--- config.mk ---
export PLATFORM = sky130hd
export DESIGN_NAME = pipelined_control_unit
export DESIGN_NICKNAME = d
export VERILOG_FILES = /design/src/rtl/pipelined_control_unit.sv
export SDC_FILE = /design/constraint.sdc
export NUM_CORES = 1
export LEC_CHECK = 0
export ABC_CLOCK_PERIOD_IN_PS = 4250
export CAP_MARGIN = 0
export CELL_PAD_IN_SITES_DETAIL_PLACEMENT = 0
export CELL_PAD_IN_SITES_GLOBAL_PLACEMENT = 1
export CORE_MARGIN = 2
export CORE_UTILIZATION = 28
export DETAILED_ROUTE_END_ITERATION = 16
export GPL_ROUTABILITY_DRIVEN = 0
export HOLD_SLACK_MARGIN = 0.15
export PLACE_DENSITY_LB_ADDON = 0.1
export SETUP_SLACK_MARGIN = 0.4
export SYNTH_ARGS = -nofsm -noshare
export SYNTH_HDL_FRONTEND = slang
export SYNTH_SLANG_ARGS = --single-unit
--- constraint.sdc ---
create_clock -name CLK -period 4.25 [get_ports CLK]
set_clock_uncertainty 0.2 [all_clocks]
set_input_delay 0.85 -clock CLK [delete_from_list [all_inputs] [get_ports CLK]]
set_output_delay 0.85 -clock CLK [all_outputs]
set_load 0.02 [all_outputs]
--- src/rtl/pipelined_control_unit.sv ---
// Decode-stage control unit for the 5-stage MIPS core; branch/jump resolved combinationally, controls piped E/M/W.
// Latency: decode outputs 0 cycles, _E 1, _M 2, _W 3. Backpressure: STALL_D/FLUSH_E load a bubble into ID/EX; M/W always advance.
// Optional: define BNE_EN to decode bne (opcode 000101).
module pipelined_control_unit #(
    parameter int ALUCTRL_W = 3
) (
    input  logic                 CLK,
    input  logic                 RST,
    input  logic [5:0]           OPCODE,
    input  logic [5:0]           FUNCT,
    input  logic                 EQUAL_D,
    input  logic                 STALL_D,
    input  logic                 FLUSH_E,
    output logic                 PCSRC_D,
    output logic                 JUMP_D,
    output logic                 CLR_D,
    output logic                 ILLEGAL_D,
    output logic                 REGWRITE_E,
    output logic                 MEMTOREG_E,
    output logic                 MEMWRITE_E,
    output logic                 ALUSRC_E,
    output logic                 REGDST_E,
    output logic [ALUCTRL_W-1:0] ALUCONTROL_E,
    output logic                 REGWRITE_M,
    output logic                 MEMTOREG_M,
    output logic                 MEMWRITE_M,
    output logic                 REGWRITE_W,
    output logic                 MEMTOREG_W
);

    typedef struct packed {
        logic       regwrite;
        logic       memtoreg;
        logic       memwrite;
        logic       alusrc;
        logic       regdst;
        logic [2:0] aluctrl;
    } ex_ctrl_t;

    typedef struct packed {
        logic regwrite;
        logic memtoreg;
        logic memwrite;
    } mem_ctrl_t;

    typedef struct packed {
        logic regwrite;
        logic memtoreg;
    } wb_ctrl_t;

    ex_ctrl_t  dec;
    logic      branch;
    logic      branch_ne;
    logic      jump;
    logic      illegal;
    ex_ctrl_t  id_ex;
    mem_ctrl_t ex_mem;
    wb_ctrl_t  mem_wb;

    // Illegal encodings leave every control at zero so they retire as a NOP.
    always_comb begin
        dec       = '0;
        branch    = 1'b0;
        branch_ne = 1'b0;
        jump      = 1'b0;
        illegal   = 1'b0;
        case (OPCODE)
            6'b000000: begin
                dec.regwrite = 1'b1;
                dec.regdst   = 1'b1;
                case (FUNCT)
                    6'b100000: dec.aluctrl = 3'b010;
                    6'b100010: dec.aluctrl = 3'b110;
                    6'b100100: dec.aluctrl = 3'b000;
                    6'b100101: dec.aluctrl = 3'b001;
                    6'b101010: dec.aluctrl = 3'b111;
                    default: begin
                        dec     = '0;
                        illegal = 1'b1;
                    end
                endcase
            end
            6'b100011: begin
                dec.regwrite = 1'b1;
                dec.alusrc   = 1'b1;
                dec.memtoreg = 1'b1;
                dec.aluctrl  = 3'b010;
            end
            6'b101011: begin
                dec.memwrite = 1'b1;
                dec.alusrc   = 1'b1;
                dec.aluctrl  = 3'b010;
            end
            6'b000100: begin
                branch      = 1'b1;
                dec.aluctrl = 3'b110;
            end
            6'b001000: begin
                dec.regwrite = 1'b1;
                dec.alusrc   = 1'b1;
                dec.aluctrl  = 3'b010;
            end
            6'b000010: jump = 1'b1;
`ifdef BNE_EN
            6'b000101: begin
                branch_ne   = 1'b1;
                dec.aluctrl = 3'b110;
            end
`endif
            default: illegal = 1'b1;
        endcase
    end

    // A stalled branch has stale comparator operands and must not redirect.
`ifdef BNE_EN
    assign PCSRC_D = ((branch & EQUAL_D) | (branch_ne & ~EQUAL_D)) & ~STALL_D;
`else
    assign PCSRC_D = branch & EQUAL_D & ~STALL_D & ~branch_ne;
`endif
    assign JUMP_D    = jump & ~STALL_D;
    assign CLR_D     = PCSRC_D | JUMP_D;
    assign ILLEGAL_D = illegal;

    always_ff @(posedge CLK or negedge RST) begin
        if (!RST) begin
            id_ex  <= '0;
            ex_mem <= '0;
            mem_wb <= '0;
        end else begin
            id_ex  <= (FLUSH_E || STALL_D) ? '0 : dec;
            ex_mem <= '{regwrite: id_ex.regwrite, memtoreg: id_ex.memtoreg, memwrite: id_ex.memwrite};
            mem_wb <= '{regwrite: ex_mem.regwrite, memtoreg: ex_mem.memtoreg};
        end
    end

    assign REGWRITE_E   = id_ex.regwrite;
    assign MEMTOREG_E   = id_ex.memtoreg;
    assign MEMWRITE_E   = id_ex.memwrite;
    assign ALUSRC_E     = id_ex.alusrc;
    assign REGDST_E     = id_ex.regdst;
    assign ALUCONTROL_E = ALUCTRL_W'(id_ex.aluctrl);
    assign REGWRITE_M   = ex_mem.regwrite;
    assign MEMTOREG_M   = ex_mem.memtoreg;
    assign MEMWRITE_M   = ex_mem.memwrite;
    assign REGWRITE_W   = mem_wb.regwrite;
    assign MEMTOREG_W   = mem_wb.memtoreg;

endmodule
Word-level counts from Yosys, hierarchy flattened
Cells that the tools add are included.
Widths: inputs -> output; s select.
{"block": "word_totals", "reg_bits": 13, "in_bits": 17, "out_inout_bits": 17, "word_cells": 45}
{"block": "op_classes", "n_eq_ne": 10, "muxes": 13, "bitwise_logic": 5, "reduce_logical": 6}
{"operator": "$eq 6x6->1 const B", "n": 7}
{"operator": "$pmux 3 s4", "n": 1}
{"operator": "$pmux 1 s2", "n": 5}
{"operator": "$reduce_or 5->1", "n": 2}
{"operator": "$pmux 3 s3", "n": 1}
{"operator": "$mux 8", "n": 1}
{"operator": "$eq 6x2->1 const B", "n": 1}
{"operator": "$eq 6x3->1 const B", "n": 1}
{"operator": "$eq 6x4->1 const B", "n": 1}
{"operator": "$logic_not 6->1", "n": 1}
{"operator": "$mux 5", "n": 1}
{"operator": "$mux 1", "n": 4}
{"operator": "$and 1x1->1", "n": 3}
{"operator": "$reduce_or 3->1", "n": 1}
{"operator": "$reduce_or 2->1", "n": 1}
{"operator": "$logic_or 1x1->1", "n": 1}
{"operator": "$not 1->1", "n": 1}
{"operator": "$or 1x1->1", "n": 1}

Logic depth before layout (Yosys ltp)
Gate-level depths: netlist of run 1.
{"block": "logic_depth", "ltp_word": 5, "ltp_mapped": 4, "depth_no_buf": 4}

Worst setup path before layout of run 1
Ideal clock, no wire load.
{"block": "synth_path", "kind": "input to output", "from": "input OPCODE[5]", "to": "output PCSRC_D", "t_arrival_ps": 1868, "required_ps": 3200, "path_slack_ps": 1332, "path_stages": 3, "n_path_buf": 0, "path_cell_list": "nor3_1 nand2b_1 nor4_1"}
{"block": "synth_between", "elab_chain_cells": 4}
{"item": "start, declared", "line": "9", "source": "input logic [5:0] OPCODE,"}
{"item": "$eq 6x3->1", "line": "67", "source": "case (OPCODE)"}
{"item": "$mux 1", "line": "67"}
{"item": "$and 1x1->1 (2 in a row)", "line": "118", "source": "assign PCSRC_D = branch & EQUAL_D & ~STALL_D & ~branch_ne;"}
{"item": "end, declared", "line": "14", "source": "output logic PCSRC_D,"}
Every way passes these cells.

Worst setup path in the final report of run 1
Same ends and word-level chain as after synthesis.

==> results.py, run 1 <==
metrics = {
    "cts": {
        "clock_latency_ns": 0.27,
        "post-cts-setup-buffers": 0,
        "clock-root-buffer": "clkbuf_4",
        "cts_buffers": 3,
        "h-tree-depth": 1,
        "clkTransAtPathRegs_ns": 0.07,
        "cts.path.max_buffers": 2,
        "cts_tree": "built",
        "cts.sinks": 13,
    },
    "worst_setup_path": {
        "r2r_slack_ns": 3.56,
        "critPathCapture": "PCSRC_D",
        "end_kind": "output port",
        "r2r-start": "MEMWRITE_E",
        "critPathKind": "input port to output port",
        "startpoint": "OPCODE[5]",
        "worst-r2r-cell-count": 0,
        "critPathMaxFanout": 5,
        "startpoint_type": "input port",
        "required_ns": 3.20,
        "timing.rr.end": "MEMWRITE_M",
        "critPathArrivalTime_ns": 2.65,
    },
    "synthesis": {
        "syn_area_um2": 603.1,
        "ys_types": 22,
        "yosys_warnings": 0,
        "ys_seq_area_share_pct": 53.94,
        "netlist.area_leader.share_pct": 53.94,
        "synthTopCellsByArea": "dfrtp_1, nor3_1, nor2_1",
        "synth_seq_cells": 13,
        "postSynthCellCount": 62,
        "synth_area_leader_cell": "dfrtp_1",
        "syn-num-nets": 79,
        "synth_area_per_cell_um2": 9.727,
    },
    "power": {
        "power.total_mw": 0.2369,
        "p_clk_share_pct": 30.6,
        "peakVddDrop_mv": 0.1744,
        "cell_internal_pwr_mw": 0.1816,
        "switching_share_pct": 23.35,
        "pwr-share-comb_pct": 17.0,
        "power_frac_seq_pct": 52.5,
        "power_density_mw_per_mm2": 239.7,
        "p_leak_nw": 0.3983,
        "netSwitchingPower_mw": 0.05533,
    },
    "global_route": {
        "grt_pass1_vias": 519,
        "grt.overflow.total": 0,
        "antenna_found_initial": 0,
        "grt_usage_pct": 11.49,
        "grt_max_degree": 14,
        "grt_pass1_wl_um": 2139,
    },
    "job": {
        "maxCapViolCount": 0,
    },
    "final_layout": {
        "nets": 116,
        "final_common_cell": "clkdlybuf4s50_1",
        "layout-area-overhead-vs-synth_pct": 63.90,
        "antenna_cells": 0,
        "drive_above_1_share_pct": 6.122,
        "final_util_pct": 49.38,
        "final_cell_mix": "clkdlybuf4s50_1, dfrtp_1, nor2_1, nor3_1, inv_1",
    },
    "sta": {
        "tns_ns": 0,
        "setup_slack_ns": 0.5531,
        "holdWs_ns": 0.1777,
        "rsz0062_at_grt": "no",
        "worst-slew-pin-transition_ns": 0.5475,
        "period_minus_slack_ns": 3.697,
        "fin_crit_sh_pct": 86.99,
        "final-setup-viol-count": 0,
        "hold_violations": 0,
        "drv_slew": 0,
        "relSlewSlack_pct": 63.39,
        "max_freq_mhz": 270.5,
    },
    "routing": {
        "wl_per_cell_um": 10.74,
        "drcViolationCount": 0,
        "first_pass_iters": 4,
        "drtAntennaViolNets": 0,
        "initialDrtViolationCount": 18,
        "wl_um": 1342,
        "vias": 581,
        "vias_per_cell": 4.648,
    },
    "die": {
        "row_count": 16,
        "dieArea_mm2": 0.002541,
        "fp.dieH_um": 50.41,
        "core_area_mm2": 0.002002,
        "die_w_um": 50.41,
        "start_util_pct": 30.12,
        "io_pins": 34,
    },
    "worst_hold_path": {
        "min_path_type": "register to register",
        "min_from": "REGWRITE_M",
    },
    "placement": {
        "place_ws_ns": 0.4012,
        "portBuffers": 33,
        "dp.final_hpwl_um": 1088,
    },
    "outcome": {
        "status": "finished clean",
    },
}
==> flip-flops by register name (all words and copies together), names as in the netlist <==
name and flops:
ALUSRC_E 1, REGWRITE_E 1, MEMTOREG_E 1, REGWRITE_W 1
ALUCONTROL_E 3, MEMTOREG_M 1, MEMWRITE_M 1, MEMTOREG_W 1
REGDST_E 1, MEMWRITE_E 1, REGWRITE_M 1
==> final cells by class <==
| class | count | area, um^2 |
|---|---|---|
| fill | 204 | 1013 |
| timing repair buffer | 33 | 329.1 |
| sequential | 13 | 325.3 |
| multi-input combinational | 43 | 255.2 |
| tap | 27 | 33.78 |
| clock buffer | 4 | 26.28 |
| inverter | 5 | 18.77 |
==> what timing repair did <==
item                                    CTS  global route
endpoints found under the setup margin    1             0
resized for setup                         1             0
hold buffers                              0             0
==> critical path: stages <==
cell and delay [ns]:
clkdlybuf4s50_1 0.48, nor3_1 0.31, nand2b_1 0.13, nor4_1 0.23
clkdlybuf4s50_1 0.65
==> cell families (layout without fill, tap and decap cells) <==
family,Yosys count,in the layout,share of synthesized area [%]
simple gates,30,30,25.93
compound gates,11,11,12.45
flops,13,13,53.94
xor+xnor,1,1,1.453
buf+inv,6,42,3.734
mux,1,1,2.489
==> per-stage QoR <==
stage	cells	cell area, um^2
CTS	125	988.4
global route	125	988.4
floorplan	62	603.1
detailed placement	121	963.4
global placement	121	963.4
finish	125	988.4
==> cells in the mapped netlist <==
cell type  instances
nor3_1             7
nand3_1            3
nor4bb_1           1
nand4_1            1
nor4_2             1
or2b_1             1
a211oi_2           1
clkbuf_1           1
o31a_1             1
nor2_1             9
nand2b_1           3
o21a_1             1
dfrtp_1           13
inv_1              5
a21boi_0           1
o21ai_0            1
mux2_4             1
nor4_1             1
a21oi_1            3
xor2_1             1
nand2_1            3
a31oi_1            3
==> worst min path at each step <==
| stage | endpoint | slack, ns | cells after the start |
|---|---|---|---|
| global route | REGWRITE_W | 0.19 | 0 |
| floorplan | MEMTOREG_M | 0.29 | 0 |
| global placement | MEMTOREG_W | 0.15 | 0 |
| CTS | REGWRITE_W | 0.18 | 0 |
| finish | REGWRITE_W | 0.18 | 0 |
| detailed placement | MEMWRITE_M | 0.16 | 0 |
==> power by group through the flow <==
| stage | sequential [mW] | clock (mW) | combinational [mW] |
|---|---|---|---|
| 2_1_floorplan | 0.128 | 0 | 0.0141 |
| 3_5_place_dp | 0.127 | 0 | 0.0408 |
| 4_1_cts | 0.124 | 0.0764 | 0.0407 |
| 3_3_place_gp | 0.127 | 0 | 0.0404 |
| 6_report | 0.124 | 0.0724 | 0.0402 |
| 5_1_grt | 0.124 | 0.0831 | 0.0438 |
==> metal layers <==
layer	part of all wire (%)	global-route usage (%)	up-vias	wire, um
met5	0	0	-	0
met2	47	18.20	30	629
met1	43	13.45	255	572
met3	8.5	4.762	4	114
met4	1.9	5.405	0	26
li1	-	-	292	-
(Power assumes the default switching activity.)
==> run 2: changes to the inputs <==
--- a/config.mk
+++ b/config.mk
@@ -5,7 +5,7 @@
 export SDC_FILE = /design/constraint.sdc
 export NUM_CORES = 1
 export LEC_CHECK = 0
-export ABC_CLOCK_PERIOD_IN_PS = 4250
+export ABC_CLOCK_PERIOD_IN_PS = 4500
 export CAP_MARGIN = 0
 export CELL_PAD_IN_SITES_DETAIL_PLACEMENT = 0
 export CELL_PAD_IN_SITES_GLOBAL_PLACEMENT = 1
@@ -15,7 +15,9 @@
 export GPL_ROUTABILITY_DRIVEN = 0
 export HOLD_SLACK_MARGIN = 0.15
 export PLACE_DENSITY_LB_ADDON = 0.1
+export RECOVER_POWER = 25
 export SETUP_SLACK_MARGIN = 0.4
+export SKIP_LAST_GASP = 1
 export SYNTH_ARGS = -nofsm -noshare
 export SYNTH_HDL_FRONTEND = slang
 export SYNTH_SLANG_ARGS = --single-unit
==> constraint.sdc (replaced) <==
create_clock -name CLK -period 4.5 [get_ports CLK]
set_clock_uncertainty 0.2 [all_clocks]
set_input_delay 0.9 -clock CLK [delete_from_list [all_inputs] [get_ports CLK]]
set_output_delay 0.9 -clock CLK [all_outputs]
set_load 0.02 [all_outputs]
==> results.py, run 2 (synthesis results as in run 1) <==
metrics = {
    "final_layout": {
        "antenna_cells": 0,
        "final_util_pct": 49.44,
        "largest_reg_flops": 3,
        "final_cell_mix": "clkdlybuf4s50_1, dfrtp_1, nor2_1, nor3_1, inv_1",
        "final_common_cell": "clkdlybuf4s50_1",
        "nets": 116,
        "design_area_um2": 989.7,
        "fin_cells": 125,
        "drive_above_1_share_pct": 6.122,
        "layout-area-overhead-vs-synth_pct": 64.11,
    },
    "worst_setup_path": {
        "r2r-start": "MEMWRITE_E",
        "critPathArrivalTime_ns": 2.84,
        "crit_chain": "clkdlybuf4s50_1 -> mux2_4 -> a211oi_2 -> nor2_1 -> o31a_1 -> clkdlybuf4s50_1",
        "r2r_slack_ns": 3.81,
        "end_kind": "output port",
        "critical-path-slowest-cell": "clkdlybuf4s50_1",
        "worst-r2r-cell-count": 0,
        "cp_num_cells": 6,
        "critical_path_buf_inv_count": 2,
        "required_ns": 3.40,
        "critPathTopFamily": "buffers and inverters",
        "critPathMaxFanout": 3,
        "timing.rr.end": "MEMWRITE_M",
        "cpMostUsedCell": "clkdlybuf4s50_1",
        "max_stage_delay_ns": 0.53,
        "critPathKind": "input port to output port",
        "startpoint_type": "input port",
    },
    "routing": {
        "drtAntennaViolNets": 0,
        "drcViolationCount": 0,
        "vias": 581,
        "initialDrtViolationCount": 18,
        "wl_um": 1342,
        "vias_per_cell": 4.648,
        "first_pass_iters": 4,
        "wl_per_cell_um": 10.74,
    },
    "sta": {
        "holdWs_ns": 0.1777,
        "max_freq_mhz": 254.1,
        "final-setup-viol-count": 0,
        "worst-slew-pin-transition_ns": 0.5530,
        "setup_slack_ns": 0.5649,
        "drv_slew": 0,
        "tns_ns": 0,
        "hold_violations": 0,
        "period_minus_slack_ns": 3.935,
        "rsz0062_at_grt": "no",
        "fin_crit_sh_pct": 87.45,
        "relSlewSlack_pct": 63.01,
    },
    "placement": {
        "placed_cells": 121,
        "dp.final_hpwl_um": 1088,
        "place_ws_ns": 0.5512,
        "dpl_cell_area_um2": 963.4,
        "portBuffers": 33,
    },
    "die": {
        "dieArea_mm2": 0.002541,
        "fp.dieH_um": 50.41,
        "start_util_pct": 30.12,
        "io_pins": 34,
        "die_w_um": 50.41,
        "row_count": 16,
        "core_area_mm2": 0.002002,
    },
    "outcome": {
        "status": "finished clean",
    },
    "cts": {
        "h-tree-depth": 1,
        "cts.repair.resized": 0,
        "holdBufCountCts": 0,
        "post-cts-setup-buffers": 0,
        "cts_tree": "built",
        "cts_buffers": 3,
        "clock-root-buffer": "clkbuf_4",
        "cts.sinks": 13,
        "cts.path.max_buffers": 2,
        "clkTransAtPathRegs_ns": 0.07,
        "clock_latency_ns": 0.27,
    },
    "worst_hold_path": {
        "hold_path_end": "REGWRITE_W",
        "hold_path_depth": 0,
        "min_from": "REGWRITE_M",
        "min_path_type": "register to register",
    },
    "global_route": {
        "grt_pass1_wl_um": 2139,
        "grt_pass1_vias": 519,
        "antenna_found_initial": 0,
        "grt.overflow.total": 0,
        "grt_max_degree": 14,
        "grt_usage_pct": 11.49,
    },
    "power": {
        "power_density_mw_per_mm2": 226.2,
        "peakVddDrop_mv": 0.1647,
        "power.total_mw": 0.2239,
        "p_leak_nw": 0.4002,
    },
    "job": {
        "maxCapViolCount": 0,
    },
}
## run 2: cell types whose count changed in the layout (fill, tap and decap cells not counted)
cell | before | now
dlygate4sd2_1 | 1 | 0
dlygate4sd3_1 | 0 | 1
## run 2: final cells by class
type | count | area [um^2]
clock buffers | 4 | 26.28
fillers | 203 | 1012
inverters | 5 | 18.77
multi-input cells | 43 | 255.2
repair buffers | 33 | 330.3
flip-flops and latches | 13 | 325.3
well taps | 27 | 33.78
## run 2: how the worst max path moves through the flow
stage	end	from
after floorplan	PCSRC_D	OPCODE[5]
after global placement	ILLEGAL_D	FUNCT[2]
after detailed placement	ILLEGAL_D	FUNCT[2]
after CTS	ILLEGAL_D	FUNCT[2]
after global routing	ILLEGAL_D	FUNCT[2]
final	ILLEGAL_D	FUNCT[2]
## run 2: power breakdown
group          internal [mW]  leakage (nW)  switching [mW]
clock network         0.0343        0.0150          0.0340
registers              0.117         0.181        0.000177
logic                 0.0200         0.204          0.0181
total                  0.172         0.400          0.0523
## run 2: layer usage
metal	wire, um	GRT usage, %
met3	115	4.762
met4	26	5.405
met5	0	0
met2	628	18.20
met1	572	13.45
==> run 3: changes to the inputs <==
--- a/config.mk
+++ b/config.mk
@@ -9,7 +9,6 @@
 export CAP_MARGIN = 0
 export CELL_PAD_IN_SITES_DETAIL_PLACEMENT = 0
 export CELL_PAD_IN_SITES_GLOBAL_PLACEMENT = 1
-export CORE_MARGIN = 2
 export CORE_UTILIZATION = 28
 export DETAILED_ROUTE_END_ITERATION = 16
 export GPL_ROUTABILITY_DRIVEN = 0
==> results.py, run 3 (synthesis results as in run 1) <==
metrics = {
    "sta": {
        "fin_crit_sh_pct": 87.49,
        "rsz0062_at_grt": "no",
        "hold_violations": 0,
        "worst-slew-pin-transition_ns": 0.5413,
        "drv_slew": 0,
        "period_minus_slack_ns": 3.937,
        "final-setup-viol-count": 0,
        "tns_ns": 0,
        "relSlewSlack_pct": 63.80,
        "max_freq_mhz": 254.0,
    },
    "worst_setup_path": {
        "max_stage_delay_ns": 0.53,
        "timing.rr.end": "REGWRITE_M",
        "required_ns": 3.40,
        "crit_chain": "clkdlybuf4s50_1 -> mux2_4 -> a211oi_2 -> nor2_1 -> o31a_1 -> clkdlybuf4s50_1",
        "critPathKind": "input port to output port",
        "critPathMaxFanout": 3,
        "critPathArrivalTime_ns": 2.84,
        "critical-path-slowest-cell": "clkdlybuf4s50_1",
        "r2r_slack_ns": 3.80,
        "critPathTopFamily": "buffers and inverters",
        "r2r-start": "REGWRITE_E",
        "cpMostUsedCell": "clkdlybuf4s50_1",
        "end_kind": "output port",
        "critical_path_buf_inv_count": 2,
        "worst-r2r-cell-count": 0,
        "startpoint_type": "input port",
    },
    "job": {
        "maxCapViolCount": 0,
    },
    "die": {
        "dieArea_mm2": 0.002344,
        "start_util_pct": 30.12,
        "core_area_mm2": 0.002002,
        "die_w_um": 48.41,
        "fp.dieH_um": 48.41,
        "row_count": 16,
        "io_pins": 34,
    },
    "worst_hold_path": {
        "hold_path_depth": 0,
        "hold_path_end": "MEMWRITE_M",
        "min_from": "MEMWRITE_E",
        "min_path_type": "register to register",
    },
    "final_layout": {
        "final_cell_mix": "clkdlybuf4s50_1, dfrtp_1, nor2_1, nor3_1, inv_1",
        "largest_reg_flops": 3,
        "nFillCells": 203,
        "antenna_cells": 0,
        "drive_above_1_share_pct": 6.122,
        "nets": 116,
        "final_common_cell": "clkdlybuf4s50_1",
        "layout-area-overhead-vs-synth_pct": 64.11,
    },
    "outcome": {
        "status": "finished clean",
    },
    "power": {
        "peakVddDrop_mv": 0.1696,
        "power.total_mw": 0.2208,
        "p_leak_nw": 0.4002,
        "power_density_mw_per_mm2": 223.1,
    },
    "placement": {
        "dp.final_hpwl_um": 1050,
        "portBuffers": 33,
    },
    "global_route": {
        "grt_pass1_vias": 532,
        "grt_usage_pct": 12.42,
        "antenna_found_initial": 0,
        "grt_max_degree": 14,
        "grt_pass1_wl_um": 2228,
        "grt.overflow.total": 0,
    },
    "routing": {
        "drtAntennaViolNets": 0,
        "drcViolationCount": 0,
        "vias_per_cell": 4.448,
        "initialDrtViolationCount": 6,
        "vias": 556,
        "first_pass_iters": 2,
        "wl_um": 1244,
        "wl_per_cell_um": 9.952,
    },
    "cts": {
        "clkTransAtPathRegs_ns": 0.07,
        "cts.repair.resized": 0,
        "cts_tree": "built",
        "cts_buffers": 3,
        "post-cts-setup-buffers": 0,
        "cts.path.max_buffers": 2,
        "clock-root-buffer": "clkbuf_4",
        "h-tree-depth": 1,
        "cts.sinks": 13,
        "holdBufCountCts": 0,
        "clock_latency_ns": 0.26,
    },
}
[run 3: cell counts in the layout (fill, tap and decap cells not counted)]
Identical to the previous run, type by type.
[run 3: where the power goes]
group | internal (mW) | switching (mW) | total [mW]
Combinational | 0.0200 | 0.0179 | 0.0379
Clock | 0.0342 | 0.0311 | 0.0654
Sequential | 0.117 | 0.000161 | 0.117
Total | 0.172 | 0.0492 | 0.221
[run 3: worst max path at each step]
stage | startpoint | end | slack (ns) | depth (start not counted)
2_1_floorplan | OPCODE[5] | PCSRC_D | 1.48 | 3
3_3_place_gp | FUNCT[2] | ILLEGAL_D | 0.57 | 6
3_5_place_dp | FUNCT[2] | ILLEGAL_D | 0.56 | 6
4_1_cts | FUNCT[2] | ILLEGAL_D | 0.55 | 6
5_1_grt | OPCODE[5] | PCSRC_D | 0.44 | 5
6_report | FUNCT[2] | ILLEGAL_D | 0.56 | 6
[run 3: area by class of cell]
class                      instances  area, um^2  area share (%)
sequential                        13       325.3           32.87
clock buffer                       4       26.28           2.655
timing repair buffer              33       330.3           33.38
multi-input combinational         43       255.2           25.79
tap                               27       33.78           3.413
inverter                           5       18.77           1.896
[run 3: layer usage]
layer / vias up / global-route usage [%] / part of all wire, %
li1: 290 / - / -
met1: 240 / 14.80 / 47
met2: 24 / 20.89 / 45
met3: 2 / 4.088 / 6.7
met4: 0 / 4.412 / 0.96
met5: - / 0 / 0
[run 3: through the flow]
stage	cell area, um^2	utilization, %	hold slack (ns)	instances	setup slack, ns
after CTS	989.7	49.44	0.1750	125	0.5484
after global routing	989.7	49.44	0.1924	125	0.4391
after global placement	963.4	48.13	0.1549	121	0.5675
final	989.7	49.44	0.1721	125	0.5631
after floorplan	603.1	-	0.2936	62	1.482
after detailed placement	963.4	48.13	0.1578	121	0.5599
